[src/rtl/fpu_add_pkg.sv]
// Shared types and constants for the floating-point add scheduler and its datapath.
package fpu_add_pkg;

    // Depth of the align / add / normalize-round datapath.
    localparam int unsigned ADD_STAGES = 3;

    typedef enum logic [2:0] {
        FrmRne = 3'd0,
        FrmRtz = 3'd1,
        FrmRdn = 3'd2,
        FrmRup = 3'd3,
        FrmRmm = 3'd4
    } fpu_frm_t;

    typedef struct packed {
        logic nv;
        logic ovf;
        logic unf;
        logic nx;
        logic dz;
    } fpu_flags_t;

    typedef struct packed {
        logic [31:0] op1;
        logic [31:0] op2;
        logic        sub;
        fpu_frm_t    frm;
    } add_req_t;

    // Subtraction is an addition with the second operand's sign inverted.
    function automatic logic [31:0] apply_sub(input logic [31:0] op2, input logic sub);
        return {op2[31] ^ sub, op2[30:0]};
    endfunction

endpackage

[src/rtl/rr_arbiter2.sv]
// Two-way round-robin arbiter; the pointer moves past the winner only when a grant is issued.
module rr_arbiter2 (
    input  logic       clk_i,
    input  logic       rst_ni,
    input  logic       en_i,
    input  logic [1:0] req_i,
    output logic [1:0] gnt_o,
    output logic       gnt_vld_o,
    output logic       gnt_id_o
);

    logic ptr_q, ptr_d;

    // Pick the winner: a lone requester wins, ties go to the pointer.
    always_comb begin
        gnt_vld_o = en_i & (|req_i);
        case (req_i)
            2'b01:   gnt_id_o = 1'b0;
            2'b10:   gnt_id_o = 1'b1;
            2'b11:   gnt_id_o = ptr_q;
            default: gnt_id_o = 1'b0;
        endcase
        gnt_o = 2'b00;
        if (gnt_vld_o) begin
            gnt_o = gnt_id_o ? 2'b10 : 2'b01;
        end
    end

    // Priority passes to the other requester after every grant.
    always_comb begin
        ptr_d = ptr_q;
        if (gnt_vld_o) begin
            ptr_d = ~gnt_id_o;
        end
    end

    // Pointer register.
    always_ff @(posedge clk_i or negedge rst_ni) begin
        if (!rst_ni) begin
            ptr_q <= 1'b0;
        end else begin
            ptr_q <= ptr_d;
        end
    end

endmodule

[src/rtl/fpu_add_sched.sv]
// Shares one pipelined FP add datapath between two requesters: arbitrates, tracks the
// owner of each in-flight op, stalls the whole pipe on result backpressure and routes
// results back to their owner.
module fpu_add_sched
    import fpu_add_pkg::*;
#(
    parameter int unsigned STAGES = ADD_STAGES
) (
    input  logic              CLK,
    input  logic              nRST,
    input  logic              flush,
    input  logic              req0_valid,
    input  logic              req1_valid,
    output logic              req0_ready,
    output logic              req1_ready,
    input  logic [31:0]       req0_op1,
    input  logic [31:0]       req0_op2,
    input  logic              req0_sub,
    input  logic [2:0]        req0_frm,
    input  logic [31:0]       req1_op1,
    input  logic [31:0]       req1_op2,
    input  logic              req1_sub,
    input  logic [2:0]        req1_frm,
    output logic [31:0]       dp_op1,
    output logic [31:0]       dp_op2,
    output logic [2:0]        dp_frm,
    output logic [STAGES-1:0] stage_en,
    input  logic [31:0]       dp_result,
    input  logic [4:0]        dp_flags,
    output logic              rsp0_valid,
    output logic              rsp1_valid,
    input  logic              rsp0_ready,
    input  logic              rsp1_ready,
    output logic [31:0]       rsp0_result,
    output logic [4:0]        rsp0_flags,
    output logic [31:0]       rsp1_result,
    output logic [4:0]        rsp1_flags,
    output logic              busy
);

    logic [STAGES-1:0] vld_q, vld_d;
    logic [STAGES-1:0] id_q, id_d;

    logic     tail_vld, tail_id, tail_fire, advance;
    logic     gnt_vld, gnt_id;
    logic [1:0] gnt;
    add_req_t req0, req1, req_sel;

    assign req0 = '{op1: req0_op1, op2: req0_op2, sub: req0_sub, frm: fpu_frm_t'(req0_frm)};
    assign req1 = '{op1: req1_op1, op2: req1_op2, sub: req1_sub, frm: fpu_frm_t'(req1_frm)};

    // Pipeline movement: every stage moves together unless the tail result is blocked.
    // Reset is folded in so nothing is offered or enabled while nRST is low.
    always_comb begin
        tail_vld  = vld_q[STAGES-1];
        tail_id   = id_q[STAGES-1];
        tail_fire = tail_vld & (tail_id ? rsp1_ready : rsp0_ready);
        advance   = (~tail_vld | tail_fire) & nRST;
    end

    rr_arbiter2 u_arb (
        .clk_i     (CLK),
        .rst_ni    (nRST),
        .en_i      (advance & ~flush),
        .req_i     ({req1_valid, req0_valid}),
        .gnt_o     (gnt),
        .gnt_vld_o (gnt_vld),
        .gnt_id_o  (gnt_id)
    );

    // Stage tracker next state: shift valid/owner on advance, flush kills every op.
    always_comb begin
        vld_d = vld_q;
        id_d  = id_q;
        if (advance) begin
            vld_d = (vld_q << 1) | STAGES'(gnt_vld);
            id_d  = (id_q << 1) | STAGES'(gnt_id);
        end
        if (flush) begin
            vld_d = '0;
        end
    end

    // Stage tracker registers.
    always_ff @(posedge CLK or negedge nRST) begin
        if (!nRST) begin
            vld_q <= '0;
            id_q  <= '0;
        end else begin
            vld_q <= vld_d;
            id_q  <= id_d;
        end
    end

    // Operand mux to step1; zero when nothing is granted.
    always_comb begin
        req_sel = '0;
        if (gnt_vld) begin
            req_sel = gnt_id ? req1 : req0;
        end
        dp_op1 = req_sel.op1;
        dp_op2 = apply_sub(req_sel.op2, req_sel.sub);
        dp_frm = req_sel.frm;
    end

    // Handshake, enables and result routing.
    always_comb begin
        req0_ready  = gnt[0];
        req1_ready  = gnt[1];
        stage_en    = {STAGES{advance}};
        rsp0_valid  = tail_vld & ~tail_id;
        rsp1_valid  = tail_vld & tail_id;
        rsp0_result = dp_result;
        rsp1_result = dp_result;
        rsp0_flags  = dp_flags;
        rsp1_flags  = dp_flags;
        busy        = |vld_q;
    end

endmodule

[config.mk]
export PLATFORM = sky130hd
export DESIGN_NAME = fpu_add_sched
export DESIGN_NICKNAME = d
export VERILOG_FILES = /design/src/rtl/fpu_add_pkg.sv /design/src/rtl/rr_arbiter2.sv /design/src/rtl/fpu_add_sched.sv
export SDC_FILE = /design/constraint.sdc
export NUM_CORES = 1
export LEC_CHECK = 0
export ABC_AREA = 1
export CAP_MARGIN = 10
export CORE_AREA = 2 2 127 129
export CTS_CLUSTER_SIZE = 8
export DETAILED_ROUTE_END_ITERATION = 12
export DIE_AREA = 0 0 129 131
export PLACE_DENSITY = 0.62
export SYNTH_ARGS = -nofsm -noshare
export SYNTH_HDL_FRONTEND = slang
export SYNTH_SLANG_ARGS = --single-unit
export TNS_END_PERCENT = 20
[constraint.sdc]
create_clock -name CLK -period 3 [get_ports CLK]
set_clock_uncertainty 0.05 [all_clocks]
set_input_delay 0.6 -clock CLK [delete_from_list [all_inputs] [get_ports CLK]]
set_output_delay 0.6 -clock CLK [all_outputs]
set_load 0.01 [all_outputs]
==> results.sh <==
export IMPL_power_mw=0.883
export IMPL_slew_violations=0
export IMPL_post_drt_wl_per_cell_um=12.8
export IMPL_synth_area_um2=2110
export IMPL_hold_violations=0
export IMPL_cp_start_kind="input pin"
export IMPL_cap_violations=0
export IMPL_first_pass_iters=4
export IMPL_irDropWorstVdd_mv=0.149
export IMPL_placementRows=46
export IMPL_tightest_slew_ns=0.218
export IMPL_clockRootBuffer="clkbuf_16"
export IMPL_timing_slew_headroom_pct=85.4
export IMPL_synthDistinctLibCells=21
export IMPL_clkTransAtPathRegs_ns=0.04
export IMPL_die_y_um=131
export IMPL_postCtsSetupRepairBufs=0
export IMPL_cts_max_level=1
export IMPL_grt_start_max_net_pins=45
export IMPL_synth_warnings=0
export IMPL_clkSinkCount=7
export IMPL_viasPerCell=3.71
export IMPL_netlist_instances=354
export IMPL_drt_iter0_drc=80
export IMPL_clockBufferDepth=2
export IMPL_postPlaceCellArea_um2=3950
export IMPL_synth_area_leaders="nand2_1, buf_4, a21oi_2"
export IMPL_insertion_delay_ns=0.23
export IMPL_numCtsBuffers=3
export IMPL_final_area_um2=4200
export IMPL_cp_buffers_inverters=4
export IMPL_mostFrequentLayoutCells="nand2_1, clkdlybuf4s50_1, dlymetal6s2s_1"
export IMPL_setup_viol=0
export IMPL_track_usage_pct=8.64
export IMPL_routed_wl_um=9040
export IMPL_ctsHoldBuffers=0
export IMPL_crit_family="buffers and inverters"
export IMPL_grt_overflow=0
export IMPL_worstPathCellList="clkdlybuf4s50_1, buf_4, nand2_1, nor2_2, buf_4, clkdlybuf4s50_1"
export IMPL_post_route_period_util_pct=94.6
export IMPL_cts_tree="built"
export IMPL_place_congestion=0.695
export IMPL_layout_commonest_cell="nand2_1"
export IMPL_synth_fp_nets=534
export IMPL_critPathMaxStageDelay_ns=0.55
export IMPL_status="finished, final reports clean"
export IMPL_syn_to_final_growth_pct=98.8
export IMPL_r2r_start="id_q[2]$_DFFE_PN0P_"
export IMPL_timing_critical_path_required_ns=2.35
export IMPL_hold_start="id_q[1]$_DFFE_PN0P_"
export IMPL_die_width_um=129
export IMPL_final_antenna_net_count=0
export IMPL_syn_area_per_cell_um2=5.97
export IMPL_port_buffers=217
export IMPL_fin_util_pct=26.9
export IMPL_synth_top_cell_by_area="nand2_1"
export IMPL_synth_seq_cells=7
export IMPL_slowest_stage="clkdlybuf4s50_1"
export IMPL_initial_core_util_pct=13.5
export IMPL_core_area_um2=15600
export IMPL_ys_seq_area_share_pct=8.29
export IMPL_critPathKind="in2out"
export IMPL_finalNetCount=670
export IMPL_cp_arrival_ns=2.19
export IMPL_p_leak_nw=2.56
export IMPL_crit_path_start="nRST"
export IMPL_tns_ns=0
export IMPL_fillCellCount=1704
export IMPL_rsz0062_at_grt="no"
export IMPL_period_needed_ns=2.84
export IMPL_dieArea_um2=16900
export IMPL_place_hpwl_um=6760
export IMPL_crit_path_max_fanout=7
export IMPL_hold_slack_ns=0.430
export IMPL_grt_pass1_wl_um=11700
export IMPL_drc_errors=0
export IMPL_synth_top_area_share_pct=27.5
export IMPL_regArea_um2=175
export IMPL_ios=329
export IMPL_drive_gt1_share_pct=11.0
export IMPL_multi_input_area_um2=1150
export IMPL_grt_pass1_vias=2377
export IMPL_antenna_found_initial=0
export IMPL_vias=2615
export IMPL_clock_fmax_ghz=0.353
export IMPL_cellPowerDensity_nw_per_um2=210
export IMPL_hold_class="reg2reg"
export IMPL_end_kind="output port"
export IMPL_antennaDiodeCount=0
-- cells by family (layout without fill, tap and decap cells) --
kind of cell	after synthesis	count (layout)	synth area share, %
and+or+nand+nor	170	170	32.2
DFF	7	7	8.29
buffers and inverters	107	242	37.5
AOI/OAI and AO/OA	69	69	21.7
xor gates and xnor gates	1	1	0.415
-- metrics by stage --
| step | cells | setup slack (ns) |
|---|---|---|
| after detailed placement | 699 | -0.0569 |
| final | 705 | 0.163 |
| after global placement | 699 | -0.0825 |
| after floorplan | 354 | 1.03 |
| after CTS | 703 | -0.00532 |
| after global routing | 705 | 0.0753 |
-- routing by layer --
layer	GRT usage, %	wire length, um
met3	4.44	1140
met2	14.6	4430
met5	0	0
met1	9.61	3320
met4	2.37	154
-- final timing paths --
kind	depth (start not counted)	slack, ns	end
max in group asynchronous	3	1.94	u_arb.ptr_q$_DFFE_PN0P_
min	2	0.43	id_q[1]$_DFFE_PN0P_
min in group asynchronous	3	0.84	vld_q[0]$_DFFE_PN0P_
max	6	0.16	stage_en[1]
max reg2reg	8	1.70	vld_q[0]$_DFFE_PN0P_
min reg2reg	2	0.43	id_q[1]$_DFFE_PN0P_
-- Yosys cell counts --
master   number
xor2_1        1
or2_1         1
or3_1         1
a21oi_2      30
nor2_1        5
or2_2         1
nand4_1       1
nor2_2        1
dfrtp_1       7
buf_4        77
nand2_2       1
nand2_1     155
buf_2         9
inv_2         2
o21ai_0       3
nand3_1       2
a21oi_1      36
inv_1         7
nand4_4       1
nand3_2       1
buf_6        12
-- worst min-delay path: stages, from the launching register on --
cell and delay, ns:
dfrtp_1 0.34, nand2_1 0.05, nand2_1 0.05
-- area by class of cell --
class                   instances  share of cell area (%)
repair buffers                229                    59.1
multi-input cells             240                    27.5
well taps                     216                    6.43
flip-flops and latches          7                    4.17
clock buffers                   4                    1.88
inverters                       9                   0.923
-- flip-flops by register name, indices dropped and copies added (netlist names) --
name,cells
id_q,3
u_arb.ptr_q,1
vld_q,3
-- where the power goes --
group | switching (mW) | total, mW | leakage [nW] | internal (mW)
logic | 0.233 | 0.544 | 2.43 | 0.312
clock network | 0.0497 | 0.227 | 0.0382 | 0.177
registers | 0.00738 | 0.112 | 0.0911 | 0.105
-- timing repair --
action                                  CTS  global route
endpoints found under the hold margin     0             0
cloned                                    0             2
pin swaps                                 0             0
resized for setup                        15            57
endpoints found under the setup margin   18            53
Note: power is estimated with default switching activity, not from simulation.
